**config.mk**
```make
export PLATFORM = sky130hd
export DESIGN_NAME = hyper_todram_sched
export DESIGN_NICKNAME = d
export VERILOG_FILES = /design/src/rtl/hyper_todram_sched.sv
export SDC_FILE = /design/constraint.sdc
export NUM_CORES = 1
export LEC_CHECK = 0
export BUFFER_PORTS_ARGS = -buffer_cell sky130_fd_sc_hd__buf_2
export CORE_MARGIN = 10
export CORE_UTILIZATION = 35
export CTS_CLUSTER_SIZE = 30
export DETAILED_ROUTE_END_ITERATION = 8
export PLACE_DENSITY = 0.53
export SETUP_SLACK_MARGIN = 0.02
export SLEW_MARGIN = 20
export SYNTH_ARGS = -nofsm -noshare
export SYNTH_HDL_FRONTEND = slang
export SYNTH_SLANG_ARGS = --single-unit
```
**constraint.sdc**
```tcl
create_clock -name CLK -period 9.2 [get_ports CLK]
set_input_delay 0.92 -clock CLK [delete_from_list [all_inputs] [get_ports CLK]]
set_output_delay 0.92 -clock CLK [all_outputs]
set_load 0.01 [all_outputs]
```
**src/rtl/hyper_todram_sched.sv**
```systemverilog
// rtl/hyper_todram_sched.sv - round-robin burst scheduler between LSAB section descriptors and the DRAM block mover
module hyper_todram_sched #(
   parameter logic [5:0] BURST_MAX = 6'd32
) (
   input  logic        CLK,
   input  logic        RST,
   input  logic        ENABLE,
   input  logic [3:0]  REQ,
   input  logic        CFG_WE,
   input  logic [1:0]  CFG_SECTION,
   input  logic [11:0] CFG_ADDR,
   input  logic [11:0] CFG_LEN,
   output logic        CFG_REJECT,
   output logic [11:0] MV_START_ADDRESS,
   output logic [5:0]  MV_COUNT_REQ,
   output logic [1:0]  MV_SECTION,
   output logic        MV_ISSUE,
   input  logic        MV_WORKING,
   input  logic [5:0]  MV_COUNT_SENT,
   output logic        BUSY,
   output logic [3:0]  DONE
);

   typedef enum logic [1:0] {
      S_IDLE   = 2'd0,
      S_ARM    = 2'd1,
      S_RUN    = 2'd2,
      S_UPDATE = 2'd3
   } state_t;

   state_t      state;
   state_t      state_nxt;

   // Per-section descriptors: next DRAM column and words still to move.
   logic [11:0] addr [4];
   logic [11:0] rem  [4];

   logic [1:0]  rr;
   logic [1:0]  sel;

   logic [3:0]  eligible;
   logic        grant_vld;
   logic [1:0]  grant_sec;
   logic [11:0] grant_rem;
   logic [5:0]  grant_cnt;

   logic        grant_fire;
   logic        do_update;
   logic [11:0] rem_after;

   logic        cfg_hit_busy;
   logic        cfg_load;

   // A section is a candidate only while it asks for service and has work left.
   always_comb begin
      eligible = 4'b0000;
      for (int i = 0; i < 4; i++) begin
         eligible[i] = REQ[i] && (rem[i] != 12'd0);
      end
   end

   // First eligible section in rr, rr+1, rr+2, rr+3 order; the 2-bit add wraps naturally.
   always_comb begin
      grant_vld = 1'b0;
      grant_sec = rr;
      for (int i = 0; i < 4; i++) begin
         if (!grant_vld && eligible[rr + 2'(i)]) begin
            grant_vld = 1'b1;
            grant_sec = rr + 2'(i);
         end
      end
   end

   // Burst size is the remaining count clipped to BURST_MAX.
   always_comb begin
      grant_rem = rem[grant_sec];
      if (grant_rem > {6'd0, BURST_MAX}) begin
         grant_cnt = BURST_MAX;
      end else begin
         grant_cnt = grant_rem[5:0];
      end
   end

   // The active descriptor is frozen from grant until its UPDATE; writes to it are bounced.
   always_comb begin
      cfg_hit_busy = CFG_WE && (state != S_IDLE) && (CFG_SECTION == sel);
      cfg_load     = CFG_WE && !cfg_hit_busy;
      rem_after    = rem[sel] - {6'd0, MV_COUNT_SENT};
   end

   // State register; asynchronous reset drops any burst in flight.
   always_ff @(posedge CLK or negedge RST) begin
      if (!RST) begin
         state <= S_IDLE;
      end else begin
         state <= state_nxt;
      end
   end

   // Next state plus the grant and update strobes that drive the datapath.
   always_comb begin
      state_nxt  = state;
      grant_fire = 1'b0;
      do_update  = 1'b0;
      case (state)
         S_IDLE: begin
            if (ENABLE && grant_vld) begin
               grant_fire = 1'b1;
               state_nxt  = S_ARM;
            end
         end
         S_ARM: begin
            if (MV_WORKING) begin
               state_nxt = S_RUN;
            end
         end
         S_RUN: begin
            if (!MV_WORKING) begin
               state_nxt = S_UPDATE;
            end
         end
         S_UPDATE: begin
            do_update = 1'b1;
            state_nxt = S_IDLE;
         end
         default: begin
            state_nxt = S_IDLE;
         end
      endcase
   end

   // Descriptor storage: config loads, or advance by what the mover actually sent.
   always_ff @(posedge CLK or negedge RST) begin
      if (!RST) begin
         for (int i = 0; i < 4; i++) begin
            addr[i] <= 12'd0;
            rem[i]  <= 12'd0;
         end
      end else begin
         for (int i = 0; i < 4; i++) begin
            if (cfg_load && (CFG_SECTION == 2'(i))) begin
               addr[i] <= CFG_ADDR;
               rem[i]  <= CFG_LEN;
            end else if (do_update && (sel == 2'(i))) begin
               addr[i] <= addr[i] + {6'd0, MV_COUNT_SENT};
               rem[i]  <= rem_after;
            end
         end
      end
   end

   // Mover command registers: captured at grant and held until the next grant.
   always_ff @(posedge CLK or negedge RST) begin
      if (!RST) begin
         MV_ISSUE         <= 1'b0;
         sel              <= 2'd0;
         MV_START_ADDRESS <= 12'd0;
         MV_COUNT_REQ     <= 6'd0;
      end else begin
         MV_ISSUE <= grant_fire;
         if (grant_fire) begin
            sel              <= grant_sec;
            MV_START_ADDRESS <= addr[grant_sec];
            MV_COUNT_REQ     <= grant_cnt;
         end
      end
   end

   // Pointer advance and single-cycle status pulses; rr moves even on an empty send.
   always_ff @(posedge CLK or negedge RST) begin
      if (!RST) begin
         rr         <= 2'd0;
         DONE       <= 4'b0000;
         CFG_REJECT <= 1'b0;
      end else begin
         DONE       <= 4'b0000;
         CFG_REJECT <= cfg_hit_busy;
         if (do_update) begin
            rr <= sel + 2'd1;
            if (rem_after == 12'd0) begin
               DONE[sel] <= 1'b1;
            end
         end
      end
   end

   assign MV_SECTION = sel;
   assign BUSY       = (state != S_IDLE);

endmodule

```
==> results of run 1 <==
-- per-layer routing --
layer / share of wire [%] / GRT usage (%)
met5: 0.050 / 0
met4: 1.2 / 4.38
met3: 4.6 / 3.29
met2: 46 / 25.5
met1: 49 / 22.6
-- layout by cell type (no fill, tap or decap), types with 3 or more instances in the layout --
cell type and count:
buf_2 66, and3_1 4, o31ai_1 4, o22ai_1 4, a31oi_1 4, nor2_1 96
inv_1 34, clkbuf_16 17, a22oi_2 10, a211oi_1 12, buf_4 10, nand2_1 120
and2_1 6, nor3b_1 5, mux4_2 13, o21a_1 4, a22oi_1 3, o21bai_1 4
dfrtp_1 126, nor4_1 8, a21o_1 27, and3b_1 4, nor3_1 14, xor2_1 3
o221ai_1 4, ha_1 38, mux2i_1 27, mux2_2 17, o21ai_0 71, fa_1 5
xnor2_1 38, nand2b_1 7, mux2_4 11, a21oi_1 60, clkinv_2 4, o21ai_1 5
clkbuf_8 4, nor2b_1 15, nand3_1 7
-- area by class of cell --
| cell class | count | area [sq um] | area share [%] |
|---|---|---|---|
| Multi-Input combinational cell | 680 | 4720 | 50.3 |
| Sequential cell | 126 | 3150 | 33.6 |
| Clock buffer | 22 | 484 | 5.16 |
| Timing Repair Buffer | 77 | 417 | 4.44 |
| Tap cell | 313 | 392 | 4.17 |
| Inverter | 35 | 131 | 1.40 |
| Clock inverter | 7 | 87.6 | 0.934 |
-- where the power goes --
group	total (mW)	leakage [nW]	internal (mW)	switching, mW
registers	1.04	1.54	0.795	0.244
logic	1.60	2.36	0.719	0.882
clock network	0.674	0.283	0.421	0.253
total	3.31	4.19	1.94	1.38
-- worst max-delay path: cells and delay by family (launching register included) --
kind	cells	cell delay [ns]
adders and majority gates	2	0.41
DFF	1	0.87
muxes	1	0.42
and+or+nand+nor	4	0.95
buffers and inverters	1	0.07
AOI/OAI and AO/OA	4	1.00
-- Yosys cell counts (5+ instances only) --
master    number  area (sq um)
mux2_4        11           165
nand2b_1       7          43.8
mux2i_1       27           270
buf_1          6          22.5
and2_1         6          37.5
nor4_1         8          50.1
a21o_1        27           203
xnor2_1       38           333
nor2b_1       15          93.8
nor3b_1        6          45.0
nor3_1        14          70.1
nor2_1        97           364
dfrtp_1      126          3150
nand3_1        7          35.0
mux4_2        13           293
a211oi_1      12          90.1
mux2_2        17           191
o21ai_0       71           355
ha_1          38           475
a22oi_2       10           125
clkbuf_1      32           120
inv_1         34           128
o21ai_1        5          25.0
a21oi_1       60           300
nand2_1      120           450
fa_1           5           100
and3_1         5          31.3
-- cells by family after synthesis --
| kind of cell | share of synthesized area (%) |
|---|---|
| buf+inv | 4.15 |
| fa+ha+maj | 7.04 |
| flops | 38.5 |
| simple gates | 16.6 |
| xor+xnor | 4.39 |
| mux | 11.4 |
| compound gates | 17.9 |
-- registers in the layout, summed over array words and instances (netlist names) --
name              flops
CFG_REJECT            1
rr                    2
addr                 48
state                 2
MV_COUNT_REQ          6
MV_START_ADDRESS     12
MV_ISSUE              1
MV_SECTION            2
rem                  48
DONE                  4
-- through the flow --
step / setup WS (ns) / utilization (%)
floorplan: 5.48 / -
global placement: 5.47 / 38.6
detailed placement: 5.45 / 38.6
CTS: 5.44 / 41.1
global route: 5.16 / 41.1
finish: 5.36 / 41.1
-- worst paths after layout --
kind | start | depth (start not counted) | endpoint | slack (ns)
min | RST | 1 | rem[29]$_DFFE_PN0P_ | 0.45
max | MV_SECTION[1]$_DFFE_PN0P_ | 12 | DONE[0]$_DFF_PN0_ | 5.36
min in group CLK | MV_COUNT_REQ[2]$_DFFE_PN0P_ | 2 | MV_COUNT_REQ[2]$_DFFE_PN0P_ | 0.50
max reg2reg | MV_SECTION[1]$_DFFE_PN0P_ | 12 | DONE[0]$_DFF_PN0_ | 5.36
max in group asynchronous | RST | 2 | addr[19]$_DFFE_PN0P_ | 7.34
min reg2reg | MV_COUNT_REQ[2]$_DFFE_PN0P_ | 2 | MV_COUNT_REQ[2]$_DFFE_PN0P_ | 0.50
==> impl_metrics.json, run 1 <==
{
  "p_leak_nw": 4.19,
  "dp.cells": 1231,
  "syn_to_final_growth_pct": 14.7,
  "vias_per_cell": 5.17,
  "critPathMaxStageDelay_ns": 0.87,
  "wirelength_um": 24200,
  "rows": 55,
  "dieArea_sq_um": 29900,
  "die_w_um": 173,
  "skew_ns": 0.00714,
  "ys_ff_latch": 126,
  "finalHoldViolations": 0,
  "cp.required_ns": 9.51,
  "ant_nets": 0,
  "antenna_found_initial": 1,
  "grt_use_total_pct": 16.4,
  "hold_ws_ns": 0.453,
  "ir_drop_mv": 0.146,
  "setup_viol": 0,
  "cts_root_buf": "clkbuf_16",
  "min_period_over_period_pct": 41.8,
  "diodes": 0,
  "cts_htree_levels": 4,
  "fmax_mhz": 260,
  "powerDensity_nw_per_um2": 353,
  "cp_max_fo": 18,
  "layout.nets": 1021,
  "tns_ns": 0,
  "numCtsBuffers": 17,
  "status": "completed",
  "crit_chain": "mux4_2 > inv_1 > ha_1 > fa_1 > nor2b_1 > o21ai_0 > a21boi_0 > o21a_1 > o41a_1 > nor4_1 > nand4b_1 > nor3_1",
  "grt_start_max_net_pins": 75,
  "cts_sinks": 126,
  "initial_core_util_pct": 35.8,
  "clk_pin_slew_ns": 0.06,
  "portBuffers": 67,
  "synth_enable_flop_cells": 0,
  "synth_seq_area_share_pct": 38.5,
  "fin_area_sq_um": 9380,
  "clock_latency_ns": 0.42,
  "critPathKind": "flop to flop",
  "period_needed_ns": 3.84,
  "placed_area_sq_um": 8810,
  "holdCritPathClass": "primary input to async pin",
  "io_pins": 68,
  "die_y_um": 173,
  "clockBufferDepth": 2,
  "firstDrtPassIters": 6,
  "fillers": 2322,
  "arrival_ns": 4.15,
  "gp_routability_congestion": 0.839,
  "core-area_sq_um": 22800,
  "syn_inst": 888,
  "overflow": 0,
  "cts_resized": 0,
  "synth_cell_types": 60,
  "power.total_mw": 3.31,
  "syn_area_per_cell_sq_um": 9.21,
  "worst_pin_slew_ns": 1.11,
  "instances_no_fill": 1260,
  "cts_hold_buf": 0,
  "post_cts_buffers": 0,
  "ys_async_sr_fraction_pct": 100,
  "dpl.hpwl_um": 17000,
  "syn_area_sq_um": 8180,
  "drt_iter0_drc": 408,
  "start_kind": "flop",
  "relSlewSlack_pct": 25.9,
  "yosysWarningCount": 0,
  "layout-drive-gt1-share_pct": 17.8,
  "finalMaxSlewViolations": 0,
  "crit_path_end_kind": "flop",
  "synth_fp_nets": 972,
  "cp_slowest_cell": "dfrtp_1",
  "cts_tree": "yes",
  "remaining_drc_errors": 0,
  "rsz0062_at_grt": "no",
  "num_vias": 6516,
  "wire_per_inst_um": 19.2,
  "grt_pass1_vias": 6669,
  "grt_pass1_wl_um": 39200,
  "synth_ff_type": "dfrtp_1",
  "maxCapViolations": 0
}
Note: power is estimated with default switching activity, not from simulation.
==> inputs of run 2 (changes only) <==
--- a/config.mk
+++ b/config.mk
@@ -10,7 +10,7 @@
 export CORE_UTILIZATION = 35
 export CTS_CLUSTER_SIZE = 30
 export DETAILED_ROUTE_END_ITERATION = 8
-export PLACE_DENSITY = 0.53
+export PLACE_DENSITY = 0.55
 export SETUP_SLACK_MARGIN = 0.02
 export SLEW_MARGIN = 20
 export SYNTH_ARGS = -nofsm -noshare
==> constraint.sdc (replaced) <==
create_clock -name CLK -period 3.3 [get_ports CLK]
set_input_delay 0.33 -clock CLK [delete_from_list [all_inputs] [get_ports CLK]]
set_output_delay 0.33 -clock CLK [all_outputs]
set_load 0.01 [all_outputs]
==> impl_metrics.json, run 2 (synthesis gave the netlist of run 1 again) <==
{
  "firstDrtPassIters": 5,
  "cts_root_buf": "clkbuf_16",
  "dpl.hpwl_um": 17500,
  "arrival_ns": 3.45,
  "worst_pin_slew_ns": 0.935,
  "final_cell_mix": "dfrtp_1, nand2_1, nor2_1",
  "holdCritPathClass": "primary input to flop",
  "drt_iter0_drc": 436,
  "tns_ns": 0,
  "initial_core_util_pct": 35.8,
  "clk_pin_slew_ns": 0.06,
  "dieArea_sq_um": 29900,
  "antenna_found_initial": 1,
  "layout-drive-gt1-share_pct": 22.2,
  "min_from": "CFG_WE",
  "grt_pass1_vias": 6666,
  "r2r-start": "MV_SECTION[0]$_DFFE_PN0P_",
  "setup_viol": 0,
  "cts_tree": "yes",
  "reg_top3": "addr x48, rem x48, MV_START_ADDRESS x12",
  "fillers": 2292,
  "rows": 55,
  "overflow": 0,
  "fmax_mhz": 321,
  "syn_to_final_growth_pct": 19.3,
  "power.total_mw": 9.74,
  "grt_start_max_net_pins": 67,
  "maxCapViolations": 0,
  "remaining_drc_errors": 0,
  "clock_latency_ns": 0.43,
  "critPathKind": "flop to flop",
  "ant_nets": 0,
  "crit_path_end_kind": "flop",
  "grt_pass1_wl_um": 39100,
  "layout.nets": 1056,
  "finalMaxSlewViolations": 0,
  "cp.required_ns": 3.63,
  "die_w_um": 173,
  "diodes": 0,
  "min_period_over_period_pct": 94.5,
  "io_pins": 68,
  "num_vias": 6683,
  "portBuffers": 67,
  "wirelength_um": 24200,
  "cp_max_fo": 5,
  "holdPathEnd": "CFG_REJECT$_DFF_PN0_",
  "period_needed_ns": 3.12,
  "cts_htree_levels": 4,
  "worst-r2r-cell-count": 11,
  "rr_endpoint": "DONE[1]$_DFF_PN0_",
  "status": "completed",
  "die_y_um": 173,
  "powerDensity_nw_per_um2": 998,
  "cts_sinks": 126,
  "core-area_sq_um": 22800,
  "ir_drop_mv": 0.365,
  "gp_routability_congestion": 0.865,
  "numCtsBuffers": 17,
  "p_leak_nw": 4.36,
  "finalHoldViolations": 0,
  "reg2reg_setup_slack_ns": 0.18,
  "skew_ns": 0.0133,
  "start_kind": "flop",
  "final_common_cell": "dfrtp_1",
  "clockBufferDepth": 2,
  "whs_path_depth": 3,
  "wire_per_inst_um": 18.6,
  "relSlewSlack_pct": 37.7,
  "vias_per_cell": 5.15,
  "grt_use_total_pct": 16.3
}
run 2: power by group:
group / internal, mW / leakage (nW) / switching, mW
registers: 2.22 / 1.54 / 0.629
logic: 2.44 / 2.56 / 2.67
clock network: 0.982 / 0.261 / 0.806
total: 5.64 / 4.36 / 4.10
run 2: worst max-delay path, cell delays in order (launching register included):
cell	delay, ns
dfrtp_2	0.45
mux4_2	0.57
ha_4	0.23
nor2b_4	0.12
o21ai_2	0.15
a21boi_2	0.09
o31a_1	0.32
buf_4	0.16
o21a_1	0.19
nor4_2	0.31
nand4b_1	0.24
nor3_1	0.19
run 2: worst max-delay path by stage:
stage,cells after the start,slack (ns),end,from
detailed placement,10,-0.06,DONE[1]$_DFF_PN0_,MV_SECTION[0]$_DFFE_PN0P_
finish,11,0.18,DONE[1]$_DFF_PN0_,MV_SECTION[0]$_DFFE_PN0P_
floorplan,12,0.03,DONE[0]$_DFF_PN0_,MV_SECTION[0]$_DFFE_PN0P_
global route,12,-0.05,DONE[0]$_DFF_PN0_,MV_SECTION[0]$_DFFE_PN0P_
global placement,10,-0.005,DONE[3]$_DFF_PN0_,MV_SECTION[0]$_DFFE_PN0P_
CTS,10,0.03,DONE[1]$_DFF_PN0_,MV_SECTION[0]$_DFFE_PN0P_
run 2: repair_timing:
item                                    4_1_cts  5_1_grt
endpoints found under the setup margin        7       28
buffers inserted                              1        2
pin swaps                                     2        8
hold endpoints to repair                     65        0
hold buffers                                  1        0
gates resized for setup                       3       16
run 2: final cells by class:
type	instances	area (sq um)	area share, %
repair buffers	112	739	7.58
well taps	313	392	4.01
multi-input cells	680	4790	49.1
flip-flops and latches	126	3150	32.3
clock inverters	15	128	1.31
inverters	35	131	1.35
clock buffers	17	425	4.36
run 2: metal layers:
layer  track usage [%]  wire (um)  up-vias  share of wire [%]
met5                 0         13        -              0.054
met4              4.24        256        2                1.1
met3              3.01       1120       20                4.6
met2              25.3      11000      144                 45
met1              22.8      11800     3222                 49
li1                  -          -     3295                  -
run 2: metrics by stage:
step / hold WS [ns] / cell area [sq um] / cells / utilization (%) / worst slack, ns
6_report: 0.159 / 9760 / 1298 / 42.7 / 0.183
5_1_grt: 0.163 / 9760 / 1298 / 42.7 / -0.0463
4_1_cts: 0.147 / 9670 / 1296 / 42.3 / 0.0261
3_5_place_dp: 0.394 / 9090 / 1262 / 39.8 / -0.0647
3_3_place_gp: 0.399 / 9090 / 1262 / 39.8 / -0.00468
2_1_floorplan: 0.0344 / 8200 / 888 / - / 0.0308
==> inputs of run 3 (changes only) <==
--- a/config.mk
+++ b/config.mk
@@ -10,6 +10,7 @@
 export CORE_UTILIZATION = 35
 export CTS_CLUSTER_SIZE = 30
 export DETAILED_ROUTE_END_ITERATION = 8
+export GPL_TIMING_DRIVEN = 0
 export PLACE_DENSITY = 0.55
 export SETUP_SLACK_MARGIN = 0.02
 export SLEW_MARGIN = 20
==> impl_metrics.json, run 3 (synthesis gave the netlist of run 1 again) <==
{
  "grt_pass1_wl_um": 43400,
  "reg_top3": "addr x48, rem x48, MV_START_ADDRESS x12",
  "rsz0062_at_grt": "yes",
  "num_vias": 7135,
  "remaining_drc_errors": 0,
  "core-area_sq_um": 22800,
  "holdCritPathClass": "primary input to flop",
  "dieArea_sq_um": 29900,
  "layout-drive-gt1-share_pct": 21.0,
  "status": "completed",
  "cp_max_fo": 5,
  "skew_ns": 0.0124,
  "antenna_found_initial": 0,
  "cts_htree_levels": 4,
  "power_switching_mw": 4.20,
  "grt_pass1_vias": 7277,
  "critPathKind": "flop to flop",
  "gp_routability_congestion": 0.882,
  "cts_root_buf": "clkbuf_16",
  "firstDrtPassIters": 4,
  "critPathMaxStageDelay_ns": 0.51,
  "wirelength_um": 27500,
  "crit_chain": "buf_12 > mux4_2 > inv_2 > ha_4 > fa_2 > nor2b_4 > o21ai_2 > a21boi_2 > o21a_2 > o41a_1 > nor4_2 > nand4b_1 > buf_6 > nor3_4",
  "clockBufferDepth": 2,
  "dpl.hpwl_um": 19900,
  "r2r-start": "MV_SECTION[0]$_DFFE_PN0P_",
  "placed_area_sq_um": 8970,
  "rows": 55,
  "clock_latency_ns": 0.43,
  "instances_no_fill": 1317,
  "fin_area_sq_um": 9870,
  "vias_per_cell": 5.42,
  "startpoint": "MV_SECTION[0]$_DFFE_PN0P_",
  "multi_input_area_sq_um": 4830,
  "ant_nets": 0,
  "cp.required_ns": 3.64,
  "fillers": 2240,
  "p_seq_share_pct": 28.6,
  "grt_start_max_net_pins": 70,
  "finalHoldViolations": 0,
  "p_leak_nw": 4.38,
  "portBuffers": 67,
  "min_period_over_period_pct": 98.1,
  "worst_pin_slew_ns": 1.01,
  "crit_path_end_kind": "flop",
  "clockPowerShare_pct": 19.5,
  "io_pins": 68,
  "clk_pin_slew_ns": 0.06,
  "layout.nets": 1075,
  "cts_tree": "yes",
  "start_kind": "flop",
  "dp.cells": 1269,
  "cts_sinks": 126,
  "wire_per_inst_um": 20.9,
  "cp_slowest_cell": "mux4_2",
  "finalMaxSlewViolations": 0,
  "drt_iter0_drc": 740,
  "die_w_um": 173,
  "switching_share_pct": 41.7,
  "diodes": 0,
  "fmax_mhz": 309,
  "initial_core_util_pct": 35.8,
  "maxCapViolations": 0,
  "setup_viol": 0,
  "min_from": "CFG_LEN[8]",
  "intPower_mw": 5.86,
  "grt_use_total_pct": 18.5,
  "period_needed_ns": 3.24,
  "syn_to_final_growth_pct": 20.7,
  "combPwrFrac_pct": 51.9,
  "powerDensity_nw_per_um2": 1020,
  "final_cell_mix": "dfrtp_1, nand2_1, nor2_1",
  "hold_ws_ns": 0.156,
  "arrival_ns": 3.58,
  "final_common_cell": "dfrtp_1",
  "overflow": 0,
  "numCtsBuffers": 17,
  "register_area_sq_um": 3150,
  "relSlewSlack_pct": 32.5,
  "die_y_um": 173,
  "ir_drop_mv": 0.426
}
==> run 3: worst max-delay path: cells and delay by family (launching register included) <==
family                   cells  cell delay, ns
multiplexers                 1            0.51
flip-flops                   1            0.41
buffers and inverters        3            0.38
adder cells (fa/ha/maj)      2            0.38
AO/OA/AOI/OAI                4            0.87
AND/OR/NAND/NOR              4            0.59
==> run 3: worst paths after layout <==
kind | depth (start not counted) | to | slack, ns
worst max-delay path | 14 | DONE[1]$_DFF_PN0_ | 0.06
worst min-delay path | 2 | rem[8]$_DFFE_PN0P_ | 0.16
max in group asynchronous | 3 | MV_SECTION[0]$_DFFE_PN0P_ | 2.16
worst min register to register | 2 | MV_COUNT_REQ[4]$_DFFE_PN0P_ | 0.48
worst max register to register | 14 | DONE[1]$_DFF_PN0_ | 0.06
min in group asynchronous | 2 | MV_START_ADDRESS[2]$_DFFE_PN0P_ | 0.42
==> run 3: metrics by stage <==
| step | utilization, % | total power [mW] | setup slack [ns] | TNS (ns) |
|---|---|---|---|---|
| 2_1_floorplan | - | 6.15 | 0.0308 | 0 |
| 3_3_place_gp | 39.1 | 7.42 | -0.844 | -18.56 |
| 3_5_place_dp | 39.2 | 7.49 | -0.840 | -16.44 |
| 4_1_cts | 42.7 | 9.77 | 0.0216 | 0 |
| 5_1_grt | 43.2 | 10.8 | -0.0836 | -0.579 |
| 6_report | 43.2 | 10.1 | 0.0612 | 0 |
==> run 3: power groups by stage <==
stage	registers [mW]	clock network, mW	logic [mW]
3_3_place_gp	2.87	0	4.55
2_1_floorplan	2.70	0	3.45
6_report	2.87	1.96	5.22
5_1_grt	2.96	2.07	5.75
3_5_place_dp	2.88	0	4.61
4_1_cts	2.86	2.00	4.91
==> run 3: layout make-up <==
cell class / count / share of cell area [%]
inverter: 35 / 1.33
timing repair buffer: 85 / 5.13
clock inverter: 10 / 1.38
tap: 313 / 3.97
buffer: 46 / 2.52
multi-input combinational: 680 / 48.9
clock buffer: 22 / 4.80
sequential: 126 / 31.9
==> run 3: per-layer routing <==
| layer | routed length, um | track usage (%) | vias up | part of all wire, % |
|---|---|---|---|---|
| met1 | 12600 | 25.5 | 3486 | 46 |
| met2 | 12000 | 27.9 | 280 | 44 |
| met5 | 0 | 0 | - | 0 |
| met3 | 2300 | 4.23 | 35 | 8.4 |
| li1 | - | - | 3334 | - |
| met4 | 582 | 6.25 | 0 | 2.1 |
==> run 3: timing repair <==
item | CTS | global route
hold buffers | 1 | 0
setup endpoints to repair | 33 | 16
pin swaps | 9 | 8
setup buffers | 10 | 6
hold endpoints to repair | 57 | 0
resized for setup | 27 | 19
